==> src/rtl/run_sequencer.sv <==
// Run controller: launches a program at its entry address, enables execution,
// and ends the run on a HALT word or when the executed-cycle limit is reached.
module run_sequencer #(
  parameter int unsigned           PC_W       = 8,
  parameter int unsigned           INSTR_W    = 9,
  parameter logic [INSTR_W-1:0]    HALT_WORD  = 9'h1FF,
  parameter logic [PC_W-1:0]       PROG0_ADDR = 8'd0,
  parameter logic [PC_W-1:0]       PROG1_ADDR = 8'd64,
  parameter logic [PC_W-1:0]       PROG2_ADDR = 8'd128,
  parameter logic [PC_W-1:0]       PROG3_ADDR = 8'd192,
  parameter int unsigned           CNT_W      = 16,
  parameter int unsigned           MAX_CYCLES = 16'hFFFF
) (
  input  logic               clk,
  input  logic               rst_n,
  input  logic               start,
  input  logic [1:0]         prog_sel,
  input  logic [INSTR_W-1:0] instruction,
  output logic               pc_load,
  output logic [PC_W-1:0]    pc_load_val,
  output logic               cpu_en,
  output logic               busy,
  output logic               done,
  output logic               timeout,
  output logic [CNT_W-1:0]   cycle_count
);

  // state | meaning
  // IDLE  | waiting for a start edge (reset state)
  // LOAD  | one cycle: PC takes the entry address, counters cleared
  // RUN   | executing; ends on HALT or on the cycle limit
  // DONE  | result held; a new start edge relaunches
  typedef enum logic [1:0] {
    S_IDLE = 2'd0,
    S_LOAD = 2'd1,
    S_RUN  = 2'd2,
    S_DONE = 2'd3
  } state_t;

  localparam logic [CNT_W:0] MAX_C = (CNT_W+1)'(MAX_CYCLES);

  state_t            state_q;
  logic              start_q;
  logic              pc_load_q;
  logic [PC_W-1:0]   pc_load_val_q;
  logic              busy_q;
  logic              done_q;
  logic              timeout_q;
  logic [CNT_W-1:0]  cycle_count_q;

  logic              accept_d;
  logic              is_halt_d;
  logic [CNT_W:0]    count_inc_d;
  logic [PC_W-1:0]   entry_addr_d;

  assign accept_d    = start & ~start_q;
  assign is_halt_d   = (instruction == HALT_WORD);
  assign count_inc_d = {1'b0, cycle_count_q} + (CNT_W+1)'(1);

  always_comb begin
    entry_addr_d = PROG0_ADDR;
    case (prog_sel)
      2'd0:    entry_addr_d = PROG0_ADDR;
      2'd1:    entry_addr_d = PROG1_ADDR;
      2'd2:    entry_addr_d = PROG2_ADDR;
      default: entry_addr_d = PROG3_ADDR;
    endcase
  end

  // start_q resets high so a start held through reset is not seen as an edge.
  always_ff @(posedge clk) begin
    if (!rst_n) begin
      state_q       <= S_IDLE;
      start_q       <= 1'b1;
      pc_load_q     <= 1'b0;
      pc_load_val_q <= '0;
      busy_q        <= 1'b0;
      done_q        <= 1'b0;
      timeout_q     <= 1'b0;
      cycle_count_q <= '0;
    end else begin
      start_q   <= start;
      pc_load_q <= 1'b0;
      case (state_q)
        S_IDLE, S_DONE: begin
          if (accept_d) begin
            state_q       <= S_LOAD;
            pc_load_val_q <= entry_addr_d;
            pc_load_q     <= 1'b1;
            busy_q        <= 1'b1;
            done_q        <= 1'b0;
            timeout_q     <= 1'b0;
            cycle_count_q <= '0;
          end
        end
        S_LOAD: begin
          state_q       <= S_RUN;
          timeout_q     <= 1'b0;
          cycle_count_q <= '0;
        end
        S_RUN: begin
          // HALT wins over the limit and is never counted as executed.
          if (is_halt_d) begin
            state_q   <= S_DONE;
            busy_q    <= 1'b0;
            done_q    <= 1'b1;
            timeout_q <= 1'b0;
          end else begin
            cycle_count_q <= count_inc_d[CNT_W-1:0];
            if (count_inc_d == MAX_C) begin
              state_q   <= S_DONE;
              busy_q    <= 1'b0;
              done_q    <= 1'b1;
              timeout_q <= 1'b1;
            end
          end
        end
        default: begin
          state_q <= S_IDLE;
          busy_q  <= 1'b0;
          done_q  <= 1'b0;
        end
      endcase
    end
  end

  assign cpu_en      = (state_q == S_RUN) && !is_halt_d;
  assign pc_load     = pc_load_q;
  assign pc_load_val = pc_load_val_q;
  assign busy        = busy_q;
  assign done        = done_q;
  assign timeout     = timeout_q;
  assign cycle_count = cycle_count_q;

endmodule

==> config.mk <==
export PLATFORM = sky130hd
export DESIGN_NAME = run_sequencer
export DESIGN_NICKNAME = d
export VERILOG_FILES = /design/src/rtl/run_sequencer.sv
export SDC_FILE = /design/constraint.sdc
export NUM_CORES = 1
export LEC_CHECK = 0
export BUFFER_PORTS_ARGS = -buffer_cell sky130_fd_sc_hd__clkbuf_2
export CAP_MARGIN = 5
export CORE_MARGIN = 1.5
export CORE_UTILIZATION = 45
export CTS_CLUSTER_SIZE = 8
export DETAILED_ROUTE_END_ITERATION = 10
export GPL_ROUTABILITY_DRIVEN = 0
export MAX_ROUTING_LAYER = met4
export PLACE_DENSITY = 0.74
export SYNTH_ARGS = -nofsm -noshare
export SYNTH_HDL_FRONTEND = slang
export SYNTH_SLANG_ARGS = --single-unit
export TNS_END_PERCENT = 1
==> constraint.sdc <==
create_clock -name clk -period 5.21 [get_ports clk]
set_clock_uncertainty 0.1 [all_clocks]
set_input_delay 0.7815 -clock clk [delete_from_list [all_inputs] [get_ports clk]]
set_output_delay 0.7815 -clock clk [all_outputs]
set_load 0.005 [all_outputs]
[Word level (Yosys, flattened, before mapping)]
Index checks and enable logic that the tools add are counted.
Storage, ports and cells
  memory bits (read-only): 0
  bits in writable memories: 0
  bits in registers: 31
  output and inout port bits: 29
  bits in latches: 0
  memories kept: 0
Operators by class
  bitwise operators: 2
  order comparisons: 0
  div/mod/pow operators: 0
  shifts and indexed selects: 0
  $add $sub $neg: 1
  reductions and logical operators: 11
  eq/ne operators: 10
  multiply operators: 0
  multiplexer cells: 19
Operator list (count)
  $pmux 16 s3: 1
  $mux 16: 2
  $pmux 8 s3: 1
  $add 16x1->17 const B: 1
  $eq 17x16->1 const B: 1
  $eq 9x9->1 const B: 1
  $mux 1: 8
  $reduce_and 2->1: 4
  $eq 2x2->1 const B: 3
  $mux 2: 3
  $pmux 2 s3: 1
  $eq 2x1->1 const B: 2
  $logic_not 2->1: 2
  $ne 2x2->1 const B: 2
  $pmux 1 s2: 2
  $ne 3x3->1 const B: 1
  $pmux 1 s3: 1
  $reduce_and 3->1: 1
  $reduce_bool 2->1: 1
  $reduce_or 2->1: 1
  $and 1x1->1: 1
  $logic_and 1x1->1: 1
  $logic_not 1->1: 1
  $not 1->1: 1

[Logic depth before layout (Yosys ltp)]
  depth after elaboration: 5
  mapped depth: 9
  gate-level depth less buffers: 8

[Worst setup path before layout]
OpenSTA, ideal clock, no wires.
  kind: in2out
  start point: in instruction[8]
  end point: out cpu_en
  path slack: 2921 ps
  path buffers: 0
  arrival: 1407 ps
  stages: 3
  required time: 4329 ps
  cell sequence: nand4_1 -> o31ai_1 -> inv_1
Between the ends
  longest elaborated chain between the ends: 3
RTL lines
  start: declaration: RTL line 18  | input logic [INSTR_W-1:0] instruction,
  $eq 9x9->1: RTL line 57  | assign is_halt_d = (instruction == HALT_WORD);
  $logic_not 1->1: RTL line 127  | assign cpu_en = (state_q == S_RUN) && !is_halt_d;
  $logic_and 1x1->1: RTL line 127
  end: declaration: RTL line 21  | output logic cpu_en,
Every way passes these cells.

[Final worst setup path]
  start point: reg state_q[0]
  end point: reg cycle_count_q[14] (netlist: cycle_count[14])
Between the ends
  longest elaborated chain between the ends: 4
  elaborated cells on any way between the ends: 9
RTL lines
  start: declaration: RTL line 42  | state_t state_q;
  start signal: assignment: RTL line 73  | state_q <= S_IDLE;
  start signal: assignment: RTL line 87  | state_q <= S_LOAD;
  start signal: assignment: RTL line 97  | state_q <= S_RUN;
  $eq 2x2->1 or $logic_not 2->1 (tied branches): RTL line 84  | case (state_q)
  $reduce_or 2->1: RTL line 84
  $ne 2x2->1 (no source line)
  $reduce_and 2->1 (no source line)
  end signal: assignment: RTL line 109  | cycle_count_q <= count_inc_d[CNT_W-1:0];
  end: declaration: RTL line 49  | logic [CNT_W-1:0] cycle_count_q;
Several ways; a longest one is shown, not always the timed one.
A chain may end at the register's enable or synchronous reset.

==> flow_metrics.tcl <==
set metrics [dict create \
    reg2reg_depth 7 \
    synth-seq-cells 25 \
    crit_slowest_cell "nor2_1" \
    hpwl_mm 2.76 \
    numPortBuffers 36 \
    powerDensity_mw_per_mm2 298 \
    die_area_mm2 0.00396 \
    start_util_pct 47.7 \
    layout_worst_path_cycle_share_pct 51.2 \
    drc_errors 0 \
    syn_area_per_cell_um2 7.73 \
    pre_cts_slack_ps 2450 \
    first_pass_iters 4 \
    antennaDiodeCount 0 \
    dr_total_vias 1611 \
    synth-async-reset-ratio_pct 0 \
    gr-total-overflow 0 \
    slowest_delay_ps 830 \
    cts_root_buf "clkbuf_4" \
    startpoint_type "flop" \
    p_total_mw 0.537 \
    grt_max_degree 24 \
    die-width_um 62.9 \
    hold_viol 0 \
    nets 256 \
    crit_required_ps 5390 \
    relSlewSlack_pct 27.2 \
    maxCapViolCount 0 \
    tns_ps 0 \
    max_freq_mhz 375 \
    area_growth_pct 11.5 \
    drt-total-wl_mm 3.84 \
    post_cts_buffers 0 \
    hold_start "pc_load_val[6]" \
    hold_class "reg2reg" \
    path_max_fanout 17 \
    setup_viol 0 \
    cts_hold_buf 0 \
    clockBufferDepth 2 \
    wl_per_cell_um 13.6 \
    synthDistinctLibCells 52 \
    cts-resized-gates 0 \
    rsz0062_at_grt "false" \
    crit_start "state_q[0]" \
    reg2reg_from "state_q[0]" \
    grt_use_total_pct 20.7 \
    worstPathArrival_ps 2840 \
    drive_gt1_share_pct 21.1 \
    grt_pass1_vias 1476 \
    clock_latency_ps 340 \
    syn_inst 209 \
    p_leak_nw 0.704 \
    placed_area_mm2 0.00177 \
    yosysWarnings 0 \
    finalInstanceArea_mm2 0.00180 \
    ant_nets 0 \
    critPathCaptureType "flop" \
    fin_crit_ps 2670 \
    worst_slack_ps 2540 \
    antenna_found_initial 0 \
    outcome "finished clean" \
    path_class "reg2reg" \
    drt_iter0_markers 94 \
    cts_tree "built" \
    die_y_um 62.9 \
    cts_buffers 3 \
    vias_per_cell 5.69 \
    synth_area_mm2 0.00162 \
    worst_ir_drop_vdd_v 0.000177 \
    worstMarginPinSlew_ps 1090 \
    rows 21 \
    io_pins 43 \
    r2r-end "cycle_count[14]" \
    synth-seq-area-share_pct 31.0 \
    synth_edf_count 0 \
    synth_ff_type "dfxtp_1" \
    final_max_slew_viol_count 0 \
    crit_path_cell_trace "inv_1 > ha_1 > and2_1 > nor2_1 > nand2_1 > or3_1 > a21oi_1" \
    path_clk_slew_ps 150 \
    core_area_mm2 0.00339 \
    endpoint "cycle_count[14]" \
    grt_pass1_wl_mm 6.59 \
    clock_sinks 25 \
    htreeDepth 1 \
    r2r_slack_ps 2540 \
]
## state kept, by name (all words and copies together), names as in the netlist
register and count:
cycle_count 16, pc_load_val 2, busy 1, pc_load 1
done 1, state_q 2, start_q 1, timeout 1
## report_power, final
| group | internal (mW) | switching, mW |
|---|---|---|
| clock | 0.0295 | 0.0658 |
| sequential | 0.214 | 0.0170 |
| combinational | 0.0753 | 0.136 |
## layout by cell type, fill, tap and decap left out, types with 3 or more instances in the layout
cell,netlist,layout
nand3_1,8,8
ha_1,4,4
a21oi_1,17,17
nand2_1,22,22
nor3_1,7,7
nor2_1,23,23
dfxtp_1,25,25
nor4_1,3,3
o32ai_1,3,3
conb_1,1,6
clkbuf_4,0,3
a31oi_1,6,6
a311oi_1,5,5
o21ai_0,9,9
clkbuf_2,1,36
inv_1,12,12
## worst max-delay path, delay by kind of cell, from the launching register on
kind / cells / cell delay (ps)
AO/OA/AOI/OAI: 1 / 130
flip-flops: 1 / 390
buffers and inverters: 1 / 50
AND/OR/NAND/NOR: 4 / 1560
adder cells (fa/ha/maj): 1 / 360
## stage by stage
stage          hold slack (ps)  util (%)  cells
2_1_floorplan              353         -    214
3_3_place_gp               348      52.3    279
3_5_place_dp               353      52.3    279
4_1_cts                    373      53.2    283
5_1_grt                    407      53.2    283
6_report                   367      53.2    283
## cell usage after synthesis, types with 2 or more instances
| master | instances | area [um2] |
|---|---|---|
| a21o_1 | 2 | 15.0 |
| nor4_1 | 3 | 18.8 |
| and4b_1 | 2 | 20.0 |
| nand4_1 | 2 | 12.5 |
| nand2_1 | 22 | 82.6 |
| nand2b_1 | 2 | 12.5 |
| inv_1 | 12 | 45.0 |
| a2bb2oi_1 | 2 | 17.5 |
| or3_1 | 2 | 12.5 |
| dfxtp_1 | 25 | 500 |
| nand3b_1 | 2 | 15.0 |
| and3_1 | 2 | 12.5 |
| a21boi_0 | 2 | 15.0 |
| clkbuf_1 | 4 | 15.0 |
| a21oi_1 | 17 | 85.1 |
| a31oi_1 | 6 | 37.5 |
| a311oi_1 | 5 | 43.8 |
| o31ai_1 | 2 | 15.0 |
| o21ai_0 | 9 | 45.0 |
| nand3_1 | 8 | 40.0 |
| buf_4 | 6 | 45.0 |
| a41oi_1 | 2 | 17.5 |
| nor4_2 | 2 | 25.0 |
| nor3_1 | 7 | 35.0 |
| o32ai_1 | 3 | 26.3 |
| buf_2 | 5 | 25.0 |
| ha_1 | 4 | 50.1 |
| xnor2_1 | 2 | 17.5 |
| nand4_2 | 2 | 25.0 |
| nor2_1 | 23 | 86.3 |
## kinds of logic after synthesis
logic type	share of synthesized area [%]
simple gates	31.1
fa+ha+maj	3.10
buf+inv	9.05
flops	31.0
other cells	0.232
xor+xnor	1.63
compound gates	23.9
## worst min path at each step
stage	to	slack, ps	cells after the start
finish	pc_load_val[6]	370	2
global placement	pc_load_val[6]	350	2
CTS	pc_load_val[6]	370	2
floorplan	pc_load_val[6]	350	2
detailed placement	pc_load_val[6]	350	2
global route	pc_load_val[6]	410	2
## layout make-up
cell class	count	area [um2]
sequential	25	500
fill	349	1590
tap	46	57.6
multi-input combinational	160	988
inverter	12	45.0
clock buffer	3	22.5
timing repair buffer	36	180
clock inverter	1	7.51
## per-layer routing
layer	GRT usage [%]	vias to the layer above	part of all wire (%)
li1	-	809	-
met1	27.7	752	48
met2	32.8	45	46
met3	1.80	5	4.2
met4	6.94	0	1.3
met5	-	-	0
Power figures use the tool's default switching activity.
